## config.mk

```make
export PLATFORM = sky130hd
export DESIGN_NAME = uart_rx
export DESIGN_NICKNAME = d
export VERILOG_FILES = /design/src/rtl/uart_pkg.sv /design/src/rtl/sync_2ff.sv /design/src/rtl/uart_rx.sv
export SDC_FILE = /design/constraint.sdc
export NUM_CORES = 1
export LEC_CHECK = 0
export CAP_MARGIN = 10
export CORE_AREA = 2 2 60 62
export DETAILED_ROUTE_END_ITERATION = 12
export DIE_AREA = 0 0 62 64
export PLACE_DENSITY = 0.66
export SYNTH_ARGS = -nofsm -noshare
export SYNTH_HDL_FRONTEND = slang
export SYNTH_HIERARCHICAL = 1
export SYNTH_SLANG_ARGS = --single-unit
```

## constraint.sdc

```tcl
create_clock -name clk -period 5.1 [get_ports clk]
set_input_delay 0.765 -clock clk [delete_from_list [all_inputs] [get_ports clk]]
set_output_delay 0.765 -clock clk [all_outputs]
set_load 0.01 [all_outputs]
```

## src/rtl/uart_pkg.sv

```systemverilog
// Shared UART definitions.
// Holds the receiver state encoding and the default frame/oversample settings.
// The baud generator and the transmitter use the same defaults, so the three blocks agree.
// No ports.
package uart_pkg;

   localparam int unsigned DEFAULT_OVERSAMPLE = 16;
   localparam int unsigned DEFAULT_DATA_BITS  = 8;

   // PARITY is only reached when the receiver is built with parity support.
   typedef enum logic [2:0] {
      IDLE,
      START,
      DATA,
      PARITY,
      STOP,
      WAIT_IDLE
   } rx_state_t;

endpackage

```

## src/rtl/sync_2ff.sv

```systemverilog
// Generic two-flop synchroniser for a single asynchronous level.
// Both stages reset to ResetVal, so a line that idles at that level shows no edge after reset.
// Ports:
//   clk_i  - destination clock
//   arst_i - asynchronous reset, active-high
//   d_i    - asynchronous input
//   q_o    - synchronised output, two clk_i cycles of latency
module sync_2ff #(
   parameter logic ResetVal = 1'b1
) (
   input  logic clk_i,
   input  logic arst_i,
   input  logic d_i,
   output logic q_o
);

   logic meta_q;
   logic sync_q;

   always_ff @(posedge clk_i or posedge arst_i) begin
      if (arst_i) begin
         meta_q <= ResetVal;
         sync_q <= ResetVal;
      end else begin
         meta_q <= d_i;
         sync_q <= meta_q;
      end
   end

   assign q_o = sync_q;

endmodule

```

## src/rtl/uart_rx.sv

```systemverilog
// UART receiver that turns the serial rx line into parallel words.
// It has no baud logic of its own: the counters only move on the external 16x tick.
// Received words are handed to the host through a valid/ready handshake.
// Framing errors and overruns are reported as single-cycle pulses.
//
// Optional build macro UART_RX_PARITY_EN:
//   - adds an even-parity bit after the data bits;
//   - adds the parity_err output.
//   Without the macro the frame format is 8N1.
//
// Ports:
//   clk         - system clock
//   arst        - asynchronous reset, active-high
//   tick        - one-cycle oversample strobe, OVERSAMPLE per bit period
//   rx          - asynchronous serial input, idle high
//   rx_data     - received word; stable while rx_valid is high
//   rx_valid    - word available; held until rx_ready accepts it
//   rx_ready    - host accept; a transfer happens when rx_valid & rx_ready
//   frame_err   - one-cycle pulse when the stop bit is sampled low
//   overrun_err - one-cycle pulse when a frame completes while the previous word is unaccepted
//   parity_err  - (UART_RX_PARITY_EN only) one-cycle pulse on an even-parity mismatch
module uart_rx
   import uart_pkg::*;
#(
   parameter int unsigned DATA_BITS  = DEFAULT_DATA_BITS,
   parameter int unsigned OVERSAMPLE = DEFAULT_OVERSAMPLE
) (
   input  logic                 clk,
   input  logic                 arst,
   input  logic                 tick,
   input  logic                 rx,
   output logic [DATA_BITS-1:0] rx_data,
   output logic                 rx_valid,
   input  logic                 rx_ready,
   output logic                 frame_err,
   output logic                 overrun_err
`ifdef UART_RX_PARITY_EN
  ,output logic                 parity_err
`endif
);

   localparam int unsigned    SCW    = $clog2(OVERSAMPLE);
   localparam logic [SCW-1:0] S_MID  = SCW'(OVERSAMPLE / 2 - 1);
   localparam logic [SCW-1:0] S_LAST = SCW'(OVERSAMPLE - 1);
   localparam logic [2:0]     B_LAST = 3'(DATA_BITS - 1);

   logic rx_s;

   rx_state_t            state_q, state_d;
   logic [SCW-1:0]       s_cnt_q, s_cnt_d;
   logic [2:0]           b_cnt_q, b_cnt_d;
   logic [DATA_BITS-1:0] shreg_q, shreg_d;
   logic [DATA_BITS-1:0] rx_data_q, rx_data_d;
   logic                 rx_valid_q, rx_valid_d;
   logic                 frame_err_q, frame_err_d;
   logic                 overrun_err_q, overrun_err_d;
   logic                 accept;
   logic                 par_bad;

`ifdef UART_RX_PARITY_EN
   logic par_bad_q, par_bad_d;
   logic parity_err_q, parity_err_d;

   assign par_bad = par_bad_q;
`else
   assign par_bad = 1'b0;
`endif

   sync_2ff #(
      .ResetVal(1'b1)
   ) u_sync (
      .clk_i (clk),
      .arst_i(arst),
      .d_i   (rx),
      .q_o   (rx_s)
   );

   assign accept = rx_valid_q & rx_ready;

   always_comb begin
      state_d       = state_q;
      s_cnt_d       = s_cnt_q;
      b_cnt_d       = b_cnt_q;
      shreg_d       = shreg_q;
      rx_data_d     = rx_data_q;
      // An acceptance this cycle frees the output register; a load below may refill it.
      rx_valid_d    = accept ? 1'b0 : rx_valid_q;
      frame_err_d   = 1'b0;
      overrun_err_d = 1'b0;
`ifdef UART_RX_PARITY_EN
      par_bad_d     = par_bad_q;
      parity_err_d  = 1'b0;
`endif

      unique case (state_q)
         // The falling-edge detect runs every clk, not just on ticks.
         IDLE: begin
            if (!rx_s) begin
               state_d = START;
               s_cnt_d = '0;
            end
         end

         START: begin
            if (tick) begin
               if (s_cnt_q == S_MID) begin
                  // Re-check the line at mid start bit so short glitches are rejected.
                  s_cnt_d = '0;
                  if (rx_s) begin
                     state_d = IDLE;
                  end else begin
                     state_d = DATA;
                     b_cnt_d = '0;
`ifdef UART_RX_PARITY_EN
                     par_bad_d = 1'b0;
`endif
                  end
               end else begin
                  s_cnt_d = s_cnt_q + SCW'(1);
               end
            end
         end

         DATA: begin
            if (tick) begin
               if (s_cnt_q == S_LAST) begin
                  s_cnt_d = '0;
                  shreg_d = {rx_s, shreg_q[DATA_BITS-1:1]};
                  if (b_cnt_q == B_LAST) begin
                     b_cnt_d = '0;
`ifdef UART_RX_PARITY_EN
                     state_d = PARITY;
`else
                     state_d = STOP;
`endif
                  end else begin
                     b_cnt_d = b_cnt_q + 3'd1;
                  end
               end else begin
                  s_cnt_d = s_cnt_q + SCW'(1);
               end
            end
         end

`ifdef UART_RX_PARITY_EN
         PARITY: begin
            if (tick) begin
               if (s_cnt_q == S_LAST) begin
                  s_cnt_d = '0;
                  state_d = STOP;
                  // Even parity: data bits plus parity bit must XOR to zero.
                  if ((^shreg_q) ^ rx_s) begin
                     par_bad_d    = 1'b1;
                     parity_err_d = 1'b1;
                  end
               end else begin
                  s_cnt_d = s_cnt_q + SCW'(1);
               end
            end
         end
`endif

         STOP: begin
            if (tick) begin
               if (s_cnt_q == S_LAST) begin
                  s_cnt_d = '0;
`ifdef UART_RX_PARITY_EN
                  par_bad_d = 1'b0;
`endif
                  if (!rx_s) begin
                     frame_err_d = 1'b1;
                     state_d     = WAIT_IDLE;
                  end else begin
                     state_d = IDLE;
                     // A word that failed parity is dropped silently here.
                     if (!par_bad) begin
                        if (!rx_valid_q || accept) begin
                           rx_data_d  = shreg_q;
                           rx_valid_d = 1'b1;
                        end else begin
                           overrun_err_d = 1'b1;
                        end
                     end
                  end
               end else begin
                  s_cnt_d = s_cnt_q + SCW'(1);
               end
            end
         end

         // Hold off until the line goes high again, so a break does not look like a new frame.
         WAIT_IDLE: begin
            if (rx_s) begin
               state_d = IDLE;
            end
         end

         default: begin
            state_d = IDLE;
         end
      endcase
   end

   always_ff @(posedge clk or posedge arst) begin
      if (arst) begin
         state_q       <= IDLE;
         s_cnt_q       <= '0;
         b_cnt_q       <= '0;
         shreg_q       <= '0;
         rx_data_q     <= '0;
         rx_valid_q    <= 1'b0;
         frame_err_q   <= 1'b0;
         overrun_err_q <= 1'b0;
      end else begin
         state_q       <= state_d;
         s_cnt_q       <= s_cnt_d;
         b_cnt_q       <= b_cnt_d;
         shreg_q       <= shreg_d;
         rx_data_q     <= rx_data_d;
         rx_valid_q    <= rx_valid_d;
         frame_err_q   <= frame_err_d;
         overrun_err_q <= overrun_err_d;
      end
   end

`ifdef UART_RX_PARITY_EN
   always_ff @(posedge clk or posedge arst) begin
      if (arst) begin
         par_bad_q    <= 1'b0;
         parity_err_q <= 1'b0;
      end else begin
         par_bad_q    <= par_bad_d;
         parity_err_q <= parity_err_d;
      end
   end

   assign parity_err = parity_err_q;
`endif

   assign rx_data     = rx_data_q;
   assign rx_valid    = rx_valid_q;
   assign frame_err   = frame_err_q;
   assign overrun_err = overrun_err_q;

endmodule
```

Word-level counts from Yosys, hierarchy flattened

Index checks and enable logic that the tools add are counted.

Flip-flop bits (word level): 31
Word-level logic and storage cells: 82

$add $sub $neg: 2
Eq/ne operators: 18
Mux-type cells: 40
Bitwise gates (word level): 1
Reduce and logical (&&, ||, !) cells: 11

Operator list:

| cell                  | count |
|---|---|
| $mux W3               | 16 |
| $mux W4               | 5 |
| $ne A2 B2 Y1 const B  | 9 |
| $mux W1               | 15 |
| $pmux W3 S5           | 1 |
| $pmux W4 S3           | 1 |
| $eq A3 B3 Y1 const B  | 3 |
| $reduce_and A9 Y1     | 1 |
| $pmux W3 S2           | 1 |
| $reduce_and A6 Y1     | 1 |
| $reduce_and A5 Y1     | 1 |
| $add A4 B1 Y4 const B | 1 |
| $eq A4 B3 Y1 const B  | 1 |
| $eq A4 B4 Y1 const B  | 1 |
| $ne A2 B1 Y1 const B  | 2 |
| $reduce_and A4 Y1     | 1 |
| $add A3 B1 Y3 const B | 1 |
| $eq A3 B1 Y1 const B  | 1 |
| $eq A3 B2 Y1 const B  | 1 |
| $logic_not A3 Y1      | 1 |
| $reduce_and A3 Y1     | 1 |
| $reduce_bool A3 Y1    | 1 |
| $mux W2               | 1 |
| $reduce_bool A2 Y1    | 1 |
| other kinds (4)       | 4 |

Longest topological paths before layout

Word-level depth: 7
Mapped depth: 6
Depth with buffers taken out: 6

Cells and area by module

Netlist, hierarchy kept.

Modules (own cells, without submodules):

| module   | instances | cells each | area an instance (um^2) | seq. area each (um^2) |
|---|---|---|---|---|
| uart_rx  | 1         | 127        | 1446.4                  | 725.7 |
| sync_2ff | 1         | 3          | 56.3                    | 52.6 |

Worst setup path after synthesis

No wires, ideal clock.

Path type: input -> register
Start point: input port tick
End point: register rx_data_q[0] (netlist: rx_data[0])
Library setup time: 0.125 ns
Arrival time: 1.688 ns
Data required time: 4.975 ns
Setup slack: 3.287 ns
Cell stages on the path: 5
Cells stage by stage: and4_1 nand4_1 nand2b_1 buf_2 mux2_2

Word-level cells in the longest chain between the ends: 1

RTL lines:

| item                        | line           | text |
|---|---|---|
| start: declaration          | uart_rx.sv:30  | `input logic tick,` |
| $reduce_and A5 Y1 (no line) | n/a            |  |
| end signal: assignment      | uart_rx.sv:219 | `rx_data_q <= rx_data_d;` |
| end: declaration            | uart_rx.sv:53  | `logic [DATA_BITS-1:0] rx_data_q, rx_data_d;` |

Every way passes these cells.
A chain may end at the register's enable or synchronous reset.

Final worst setup path

Ends and elaborated chain as after synthesis.

==> flow_summary.yaml <==
clock_network:
  cts.hold.buffers_added: 0
  clk-insertion-delay-late_ps: 330
  clkTransAtPathRegs_ps: 90
  tritoncts_clock_tree: "yes"
  clock_tree.root_cell: "clkbuf_4"
  clockBufferDepth: 2
  post-cts-setup-buffers: 0
  cts-resized-gates: 0
  cts_made_buffers: 5
  clock_tree.htree_level_count: 2
  cts.sink_count: 31
routing:
  tritonroute_pass_1_iters: 4
  route.detailed.vias_per_inst: 5.23
  drc_errors: 0
  wirelength_per_cell_um: 13.4
  initialDrtViolationCount: 33
  totalWireLength_um: 2610
  drt.antenna.violating_nets: 0
  route.vias.total: 1015
final_layout:
  multiInputGateArea_um2: 668
  layout-drive-gt1-share: 0.230
  design_area_um2: 1730
  area_growth_syn_to_fin_pct: 15.2
  layout_commonest_cell: "dfrtp_1"
  finalNetCount: 155
  seqCellArea_um2: 778
  n_antenna_cell: 0
  leading_cell_types_in_the_layout_fill_and_taps_excluded: "dfrtp_1, mux2_2, clkdlybuf4s50_1"
  final.fill_count: 297
logic_synthesis:
  syn_area_per_cell_um2: 11.6
  yosysUniqueCellTypes: 39
  synth-warning-count: 6
  postSynthRegisterBits: 31
  synth-edff-count: 0
  async_flop_share: 1.00
  syn-num-nets: 138
  mappedNetlistArea_um2: 1500
  synth_top_cell_area_share: 0.483
  netlist_instances: 130
  ys.flop_type: "dfrtp_1"
  synth_seq_area_share: 0.518
  synth.area.top_cells: "dfrtp_1, mux2_2, dfstp_2, ha_1, o21ai_0"
  synthDominantAreaCellType: "dfrtp_1"
worst_setup_path:
  worst-endpoint-arrival_ps: 2490
  cp-start-kind: "input pin"
  critical_path.endpoint_type: "register"
  required_ps: 5310
  worst-path-max-fanout: 8
  path_class: "in -> reg"
floorplanning:
  ioPinCount: 16
  design.die.area_um2: 3970
  chip_width_um: 62
  core_area_um2: 3280
  floorplan.die.height_um: 64
  initial_util: 0.458
  number_of_standard_cell_rows_in_the_floorplan: 21
hold_path:
  type_of_the_tightest_min_delay_check: "reg -> reg"
run_status:
  outcome: "completed"
placement:
  final_estimated_routing_congestion_in_global_placement: 0.794
  place.port_buffers: 15
  placed_area_um2: 1680
  dp_hpwl_um: 1880
pwr:
  total_leakage_power_nw: 0.788
  max-vdd-ir-drop_mv: 0.207
  power-per-cell-area_nw_per_um2: 408
sta:
  finalMaxSlewViolations: 0
  timing.setup.tns_ps: 0
  finalSetupViolations: 0
  worst_slew_pin_slew_ps: 1030
  setup_repair_after_global_routing_missed_its_margin: "false"
  final.period_utilization: 0.447
  timing.final.crit_period_ps: 2280
  max_slew_margin: 0.313
  fin_worst_skew_ps: 7.19
  final_hold_viol_count: 0
  clock.fmax_mhz: 439
grt:
  initial_antenna_violation_count: 0
  vias_in_the_first_global_route: 1012
  grt_util_all_layers: 0.157
  global_route.overflow_total: 0
  grt_start_max_net_pins: 30
  global_route_wire_length_before_repair_um: 4570
flow_run:
  max_cap_violations: 0
worst max-delay path, stage by stage:
cell,delay [ps]
clkdlybuf4s50_1,590
and4_1,270
nand4_1,140
nand2b_1,370
mux2_2,360
kinds of logic after synthesis:
| logic type | count (synthesis) | share of synthesized area |
|---|---|---|
| mux | 22 | 0.164 |
| xor+xnor | 3 | 0.0175 |
| buf+inv | 12 | 0.0375 |
| compound gates | 23 | 0.107 |
| simple gates | 36 | 0.132 |
| flops | 31 | 0.518 |
| fa+ha+maj | 3 | 0.0250 |
synthesized netlist by cell type (2+ instances only):
cell type,instances
dfrtp_1,29
mux2_2,20
inv_1,7
nor2_1,7
o21ai_0,7
nand3_1,6
nand2_1,5
a21oi_1,3
buf_2,3
ha_1,3
nand2b_1,3
nand4_1,3
nor3_1,3
buf_4,2
dfstp_2,2
nor2_2,2
o21a_1,2
xnor2_1,2
registers in the layout, summed over array words and instances (netlist names):
name / flops
u_sync/meta_q: 1
u_sync/q_o: 1
s_cnt_q: 4
b_cnt_q: 3
shreg_q: 8
frame_err: 1
rx_valid: 1
state_q: 3
overrun_err: 1
rx_data: 8
final cells by class:
class / count / area share
clock buffer: 7 / 0.0260
clock inverter: 1 / 0.00289
inverter: 7 / 0.0152
multi-input combinational: 87 / 0.386
sequential: 31 / 0.450
tap: 46 / 0.0333
timing repair buffer: 15 / 0.0868
worst paths after layout:
path	from	to	slack (ps)	cells past startpoint
worst max-delay path	tick	rx_data[0]	2820	5
worst min-delay path	u_sync/meta_q	u_sync/q_o	360	0
worst max register to register	s_cnt_q[0]	rx_data[0]	3140	5
worst min register to register	u_sync/meta_q	u_sync/q_o	360	0
max in group asynchronous	arst	rx_data[0]	3470	2
min in group asynchronous	arst	u_sync/q_o	770	2
per-layer routing:
| layer | up-vias | part of all wire | track usage |
|---|---|---|---|
| li1 | 500 | - | - |
| met4 | 0 | 0.014 | 0.0399 |
| met3 | 5 | 0.052 | 0.0729 |
| met5 | - | 0 | 0 |
| met1 | 489 | 0.45 | 0.195 |
| met2 | 21 | 0.49 | 0.245 |
through the flow:
| step | hold slack (ps) | std cells | worst slack (ps) | utilization | total power, mW |
|---|---|---|---|---|---|
| CTS | 363 | 194 | 2820 | 0.527 | 0.714 |
| detailed placement | 350 | 186 | 2480 | 0.512 | 0.580 |
| global route | 369 | 194 | 2730 | 0.527 | 0.767 |
| global placement | 347 | 186 | 2550 | 0.512 | 0.571 |
| finish | 361 | 194 | 2820 | 0.527 | 0.706 |
| floorplan | 345 | 130 | 3290 | - | 0.541 |
power breakdown:
group	internal, mW	switching, mW	total [mW]
Clock	0.0536	0.0762	0.130
Sequential	0.273	0.0577	0.331
Combinational	0.111	0.134	0.245
Total	0.438	0.268	0.706
No activity file was read; power rests on OpenSTA's default activity.
